[src/rtl/musb_mem_arbiter.sv]
// -----------------------------------------------------------------------------
// musb_mem_arbiter
//   Round-robin arbiter that multiplexes a core's instruction port (ci_*) and
//   data port (cd_*) onto one shared memory request port (m_*). Only one
//   transfer is in flight at a time, and at least one IDLE cycle separates two
//   transfers.
//
//   Parameters
//     TIMEOUT_CYCLES : cycles a grant waits for m_ready/m_error before a forced
//                      error (1..65535; used only with MUSB_ARB_TIMEOUT_EN).
//
//   Configuration macro
//     MUSB_ARB_TIMEOUT_EN : when defined, builds a 16-bit watchdog that ends a
//                           stalled grant with an error strobe. When undefined,
//                           a grant waits indefinitely.
//
//   Ports
//     clk, rst                          : clock, synchronous active-high reset
//     ci_address/ci_wr/ci_enable        : instruction-port request
//     ci_data/ci_ready/ci_error         : instruction-port response
//     cd_address/cd_data_w/cd_wr/cd_enable : data-port request
//     cd_data/cd_ready/cd_error         : data-port response
//     m_address/m_data_w/m_wr/m_enable  : shared memory request
//     m_data/m_ready/m_error            : shared memory response
//
//   Request mux and ready/error strobes are combinational so that a memory
//   completion reaches the core in the same cycle.
// -----------------------------------------------------------------------------
module musb_mem_arbiter #(
    parameter int unsigned TIMEOUT_CYCLES = 255
) (
    input  logic        clk,
    input  logic        rst,
    // instruction port
    input  logic [31:0] ci_address,
    input  logic [3:0]  ci_wr,
    input  logic        ci_enable,
    output logic [31:0] ci_data,
    output logic        ci_ready,
    output logic        ci_error,
    // data port
    input  logic [31:0] cd_address,
    input  logic [31:0] cd_data_w,
    input  logic [3:0]  cd_wr,
    input  logic        cd_enable,
    output logic [31:0] cd_data,
    output logic        cd_ready,
    output logic        cd_error,
    // shared memory port
    output logic [31:0] m_address,
    output logic [31:0] m_data_w,
    output logic [3:0]  m_wr,
    output logic        m_enable,
    input  logic [31:0] m_data,
    input  logic        m_ready,
    input  logic        m_error
);

    localparam int unsigned AW = 32;
    localparam int unsigned DW = 32;
    localparam int unsigned WW = 4;

    typedef enum logic [1:0] {
        IDLE  = 2'd0,
        GNT_I = 2'd1,
        GNT_D = 2'd2
    } state_e;

    // Empty marker block: present in the elaborated hierarchy only when the
    // timeout setting is outside its legal range.
    if (TIMEOUT_CYCLES == 0 || TIMEOUT_CYCLES > 65535) begin : g_timeout_out_of_range
    end

    state_e state_q, state_d;
    logic   last_d_q, last_d_d;   // 1: data port was granted last

`ifdef MUSB_ARB_TIMEOUT_EN
    localparam int unsigned TMO_W     = 16;
    localparam logic [TMO_W-1:0] TMO_LIMIT = TMO_W'(TIMEOUT_CYCLES);
    logic [TMO_W-1:0] tmo_q, tmo_d;
`endif

    // Signals of whichever port currently owns the bus.
    logic          g_enable;
    logic [AW-1:0] g_address;
    logic [WW-1:0] g_wr;
    logic [DW-1:0] g_data_w;
    logic          g_ready;
    logic          g_error;

    // Read data fans out to both ports; the strobes tell each port when it is valid.
    assign ci_data = m_data;
    assign cd_data = m_data;

    // State register
    always_ff @(posedge clk) begin
        if (rst) begin
            state_q  <= IDLE;
            last_d_q <= 1'b1;
`ifdef MUSB_ARB_TIMEOUT_EN
            tmo_q    <= '0;
`endif
        end else begin
            state_q  <= state_d;
            last_d_q <= last_d_d;
`ifdef MUSB_ARB_TIMEOUT_EN
            tmo_q    <= tmo_d;
`endif
        end
    end

    // Next-state, request mux and response routing
    always_comb begin
        state_d   = state_q;
        last_d_d  = last_d_q;
`ifdef MUSB_ARB_TIMEOUT_EN
        tmo_d     = tmo_q;
`endif
        g_enable  = 1'b0;
        g_address = '0;
        g_wr      = '0;
        g_data_w  = '0;
        g_ready   = 1'b0;
        g_error   = 1'b0;
        m_enable  = 1'b0;
        m_address = '0;
        m_wr      = '0;
        m_data_w  = '0;
        ci_ready  = 1'b0;
        ci_error  = 1'b0;
        cd_ready  = 1'b0;
        cd_error  = 1'b0;

        // Select the granted port (the instruction port never writes data).
        case (state_q)
            GNT_I: begin
                g_enable  = ci_enable;
                g_address = ci_address;
                g_wr      = ci_wr;
            end
            GNT_D: begin
                g_enable  = cd_enable;
                g_address = cd_address;
                g_wr      = cd_wr;
                g_data_w  = cd_data_w;
            end
            default: ;
        endcase

        if (state_q == IDLE) begin
`ifdef MUSB_ARB_TIMEOUT_EN
            tmo_d = '0;
`endif
            // On a tie, grant the port that did not win last time.
            if (ci_enable && (!cd_enable || last_d_q)) begin
                state_d  = GNT_I;
                last_d_d = 1'b0;
            end else if (cd_enable) begin
                state_d  = GNT_D;
                last_d_d = 1'b1;
            end
        end else begin
            m_address = g_address;
            m_wr      = g_wr;
            m_data_w  = g_data_w;
            if (!g_enable) begin
                // Flush: abandon the transfer, any m_ready this cycle is dropped.
                state_d = IDLE;
            end else if (m_error) begin
                m_enable = 1'b1;
                g_error  = 1'b1;
                state_d  = IDLE;
            end else if (m_ready) begin
                m_enable = 1'b1;
                g_ready  = 1'b1;
                state_d  = IDLE;
            end else begin
`ifdef MUSB_ARB_TIMEOUT_EN
                if (tmo_q == TMO_LIMIT) begin
                    g_error = 1'b1;
                    state_d = IDLE;
                end else begin
                    m_enable = 1'b1;
                    tmo_d    = tmo_q + TMO_W'(1);
                end
`else
                m_enable = 1'b1;
`endif
            end
        end

        ci_ready = g_ready && (state_q == GNT_I);
        ci_error = g_error && (state_q == GNT_I);
        cd_ready = g_ready && (state_q == GNT_D);
        cd_error = g_error && (state_q == GNT_D);

        // Reset silences the bus and all strobes in the same cycle.
        if (rst) begin
            m_enable  = 1'b0;
            m_address = '0;
            m_wr      = '0;
            m_data_w  = '0;
            ci_ready  = 1'b0;
            ci_error  = 1'b0;
            cd_ready  = 1'b0;
            cd_error  = 1'b0;
        end
    end

endmodule
[config.mk]
export PLATFORM = sky130hd
export DESIGN_NAME = musb_mem_arbiter
export DESIGN_NICKNAME = d
export VERILOG_FILES = /design/src/rtl/musb_mem_arbiter.sv
export SDC_FILE = /design/constraint.sdc
export NUM_CORES = 1
export LEC_CHECK = 0
export CAP_MARGIN = 5
export CORE_AREA = 2 2 108 110
export DETAILED_ROUTE_END_ITERATION = 8
export DIE_AREA = 0 0 110 112
export PLACE_DENSITY_LB_ADDON = 0.3
export SLEW_MARGIN = 5
export SYNTH_ARGS = -nofsm -noshare
export SYNTH_HDL_FRONTEND = slang
export SYNTH_SLANG_ARGS = --single-unit
[constraint.sdc]
create_clock -name clk -period 5.45 [get_ports clk]
set_clock_uncertainty 0.1 [all_clocks]
set_input_delay 1.09 -clock clk [delete_from_list [all_inputs] [get_ports clk]]
set_output_delay 1.09 -clock clk [all_outputs]
set_load 0.02 [all_outputs]
# --- Yosys cells after proc, flatten, opt, wreduce, memory -nomap -nowiden ---
# Index checks and enable logic that the tools add are counted.
# Widths: inputs -> output; s select.
classes:
  n_eq_ne: 4
  muxes: 32
  reduce_logical: 11
op_table:
  columns: ["op", "count"]
  rows:
  - ["$mux 32", 5]
  - ["$pmux 32 s2", 1]
  - ["$mux 1", 16]
  - ["$mux 2", 6]
  - ["$mux 4", 2]
  - ["$pmux 4 s2", 1]
  - ["$logic_and 1x1->1", 5]
  - ["$ne 4x3->1 const B", 1]
  - ["$reduce_and 2->1", 2]
  - ["$ne 3x2->1 const B", 1]
  - ["$eq 2x1->1 const B", 1]
  - ["$eq 2x2->1 const B", 1]
  - ["$logic_not 2->1", 1]
  - ["$pmux 1 s2", 1]
  - ["$reduce_bool 2->1", 1]
  - ["$logic_not 1->1", 1]
  - ["$logic_or 1x1->1", 1]
totals:
  reg_bits: 3
  in_bits: 142
  output_inout_bits: 137
  word_cells: 49

# --- Depth between registers and ports, before layout ---
logic_depth:
  depth_word: 6
  mapped_depth: 6

# --- Worst setup path after synthesis ---
# No wires, ideal clock.
synth_path:
  path_type: "input-to-output"
  start: "in rst"
  end: "out cd_error"
  t_arrival_ns: 2.071
  setup_slack_ns: 2.189
  cell_stages: 4
  n_path_buf: 1
  path_cell_list: "or3b_4 buf_6 nor2_4 and3_1"
synth_via:
  elab_chain_cells: 1
synth_lines:
  columns: ["element", "line_no", "source"]
  rows:
  - ["start: declaration", "33", "input logic rst,"]
  - ["$mux 1", "198", "if (rst) begin"]
  - ["end: declaration", "48", "output logic cd_error,"]
# No other way between the ends.

# --- Final worst setup path ---
layout_path:
  start: "in rst"
  end: "out cd_ready"
layout_via:
  elab_chain_cells: 1
layout_lines:
  columns: ["element", "line_no", "source"]
  rows:
  - ["$mux 1", "198", null]
  - ["end: declaration", "47", "output logic cd_ready,"]
# No other way between the ends.

==> results.toml <==
[outcome]
status = "finished clean"

[synth]
synth_top_area_cell = "buf_4"
ys.flop_type = "dfxtp_1"
yosys.cell_types.count = 25
synth-seq-cells = 3
synth.most_common_cell = "buf_4"
yosysTopAreaCellShare_pct = 33.6
synth_edf_count = 0
ys_async_sr_fraction_pct = 0
seq_area_frac_synth_pct = 4.20
syn_area_per_cell_sq_um = 6.77
syn_nets = 356
netlist_area_sq_um = 1430
ys_top_cells_by_area = "buf_4, a22oi_1, and2_1"
syn_inst = 211
ys.warnings.count = 0
synth.top_cells.by_count = "buf_4, a22oi_1, nor2_1"

[global_route]
grt_pass1_wl_microns = 9790
grt_start_max_net_pins = 39
track_usage_pct = 10.2
grt_pass1_vias = 1952
grt_overflow = 0
antenna_found_initial = 0

[routing]
vias = 1827
routed_wl_microns = 6770
met3_wirelength_microns = 733
vias_per_cell = 3.94
dr_wl_met2_microns = 3610
drc = 0
firstDrtPassIters = 4
post_drt_wl_per_cell_microns = 14.6
wl_met1_microns = 2050
postRouteAntennaNets = 0
highest_layer = "met4"
drt_first_iter_violations = 55

[timing]
worst_slew_pin_slew_ns = 0.681
final_max_slew_viol_count = 0
setup_viol = 0
fin_crit_ns = 4.53
slew_headroom_pct = 54.6
rsz0062_at_grt = "false"
tns_ns = 0
hold_violations = 0
max_freq_mhz = 221
min_period_over_period_pct = 83.2

[clocking]
cts_buffer_depth = 2
clk_pin_slew_ns = 0.03
cts_resized = 0
clk_latency_ns = 0.22
root_buffer = "clkbuf_16"
ctsHoldBuffers = 0
cts.sinks = 3
post_cts_buffers = 0
htreeDepth = 1
cts_tree = "done"
cts_buffers = 3

[placement]
dp_cells = 460
portBuffers = 182
dpl.hpwl_microns = 5540
place_congestion = 0.697

[setup_path]
start_kind = "primary input"
cpMaxStageDelayCell = "or3b_4"
path_class = "primary input to output port"
worst-endpoint-arrival_ns = 3.34
worst_path_most_repeated_cell = "clkdlybuf4s50_1"
end_kind = "output port"
max_stage_delay_ns = 0.62
worstPathCellList = "clkdlybuf4s50_1, or3b_4, nor3_2, and3_1, clkdlybuf4s50_1"
cp_max_fo = 38
required_ns = 4.26

[power]
power.switching_w = 0.0000822
powerDensity_nw_per_um2 = 102
seqPwrFrac_pct = 8.7
swShare_pct = 27.2
p_leak_nw = 0.999
combPwrFrac_pct = 52.7
clkPwrFrac_pct = 38.7
ir_drop_mv = 0.0882
intPower_w = 0.000220
total_power_w = 0.000303

[finish]
nFillCells = 1235
area_delta_synth_final_pct = 107
diodes = 0
drive_above_1_share_pct = 3.43
nNetsFinal = 467
fin_cells = 464

[floorplan]
core_area_sq_um = 11200
die_height_microns = 112
fp.dieW_microns = 110
fp-row-count = 39
start_util_pct = 12.8
die_area_sq_um = 12300
ios = 279

[flow_run]
drv_cap = 0

[worst_hold_path]
min_path_type = "flop to flop"
## cell type report
| cell class | instances | area, sq um | share of cell area [%] |
|---|---|---|---|
| repair buffers | 185 | 1840 | 62.3 |
| inverters | 3 | 11.3 | 0.381 |
| multi-input cells | 126 | 786 | 26.6 |
| flip-flops and latches | 3 | 60.1 | 2.03 |
| well taps | 143 | 179 | 6.05 |
| clock buffers | 4 | 78.8 | 2.66 |
## layer usage
metal  GRT usage (%)  vias up
met5               0        -
met3            2.69       46
li1                -      865
met2            20.2      115
met4            5.74        0
met1            8.77      801
## final timing paths
check	depth (start not counted)	slack, ns	from	to
worst max-delay path	5	0.92	rst	cd_ready
worst min-delay path	1	0.42	state_q[1]	state_q[1]
worst min register to register	1	0.42	state_q[1]	state_q[1]
worst max register to register	5	3.36	state_q[0]	state_q[0]
## critical path: cells and delay by family
family / cells / cell delay [ns]
simple gates: 3 / 1.18
buf+inv: 2 / 1.07
## cell usage in the layout, fill, tap and decap left out, types with 2 or more instances in the layout
master / synthesis / final
clkdlybuf4s50_1: 0 / 182
a22oi_1: 37 / 37
nor2_1: 37 / 37
and2_1: 32 / 32
and3_1: 4 / 4
inv_1: 3 / 3
ha_1: 3 / 3
clkbuf_16: 0 / 3
dfxtp_1: 3 / 3
buf_4: 64 / 3
a32o_1: 2 / 2
## through the flow
step | instance area (sq um) | util (%) | setup WS, ns | hold WS (ns)
2_1_floorplan | 1430 | - | 2.19 | 0.396
3_3_place_gp | 2880 | 25.8 | 0.925 | 0.427
3_5_place_dp | 2880 | 25.8 | 0.909 | 0.418
4_1_cts | 2960 | 26.5 | 0.891 | 0.425
5_1_grt | 2960 | 26.5 | 0.822 | 0.458
6_report | 2960 | 26.5 | 0.917 | 0.419
## power groups by stage
stage          logic, W  registers, W  clock network (W)
2_1_floorplan  0.000128     0.0000261                  0
3_3_place_gp   0.000162     0.0000264                  0
3_5_place_dp   0.000162     0.0000266                  0
4_1_cts        0.000163     0.0000263           0.000118
5_1_grt        0.000173     0.0000267           0.000120
6_report       0.000159     0.0000263           0.000117
## registers in the layout, indices dropped and copies added (netlist names)
name and flops:
last_d_q 1, state_q 2
## logic make-up after synthesis
kind of cell,synth area share [%]
compound gates,22.6
fa+ha+maj,2.63
buf+inv,41.2
flops,4.20
simple gates,29.4
Note: power is estimated with default switching activity, not from simulation.
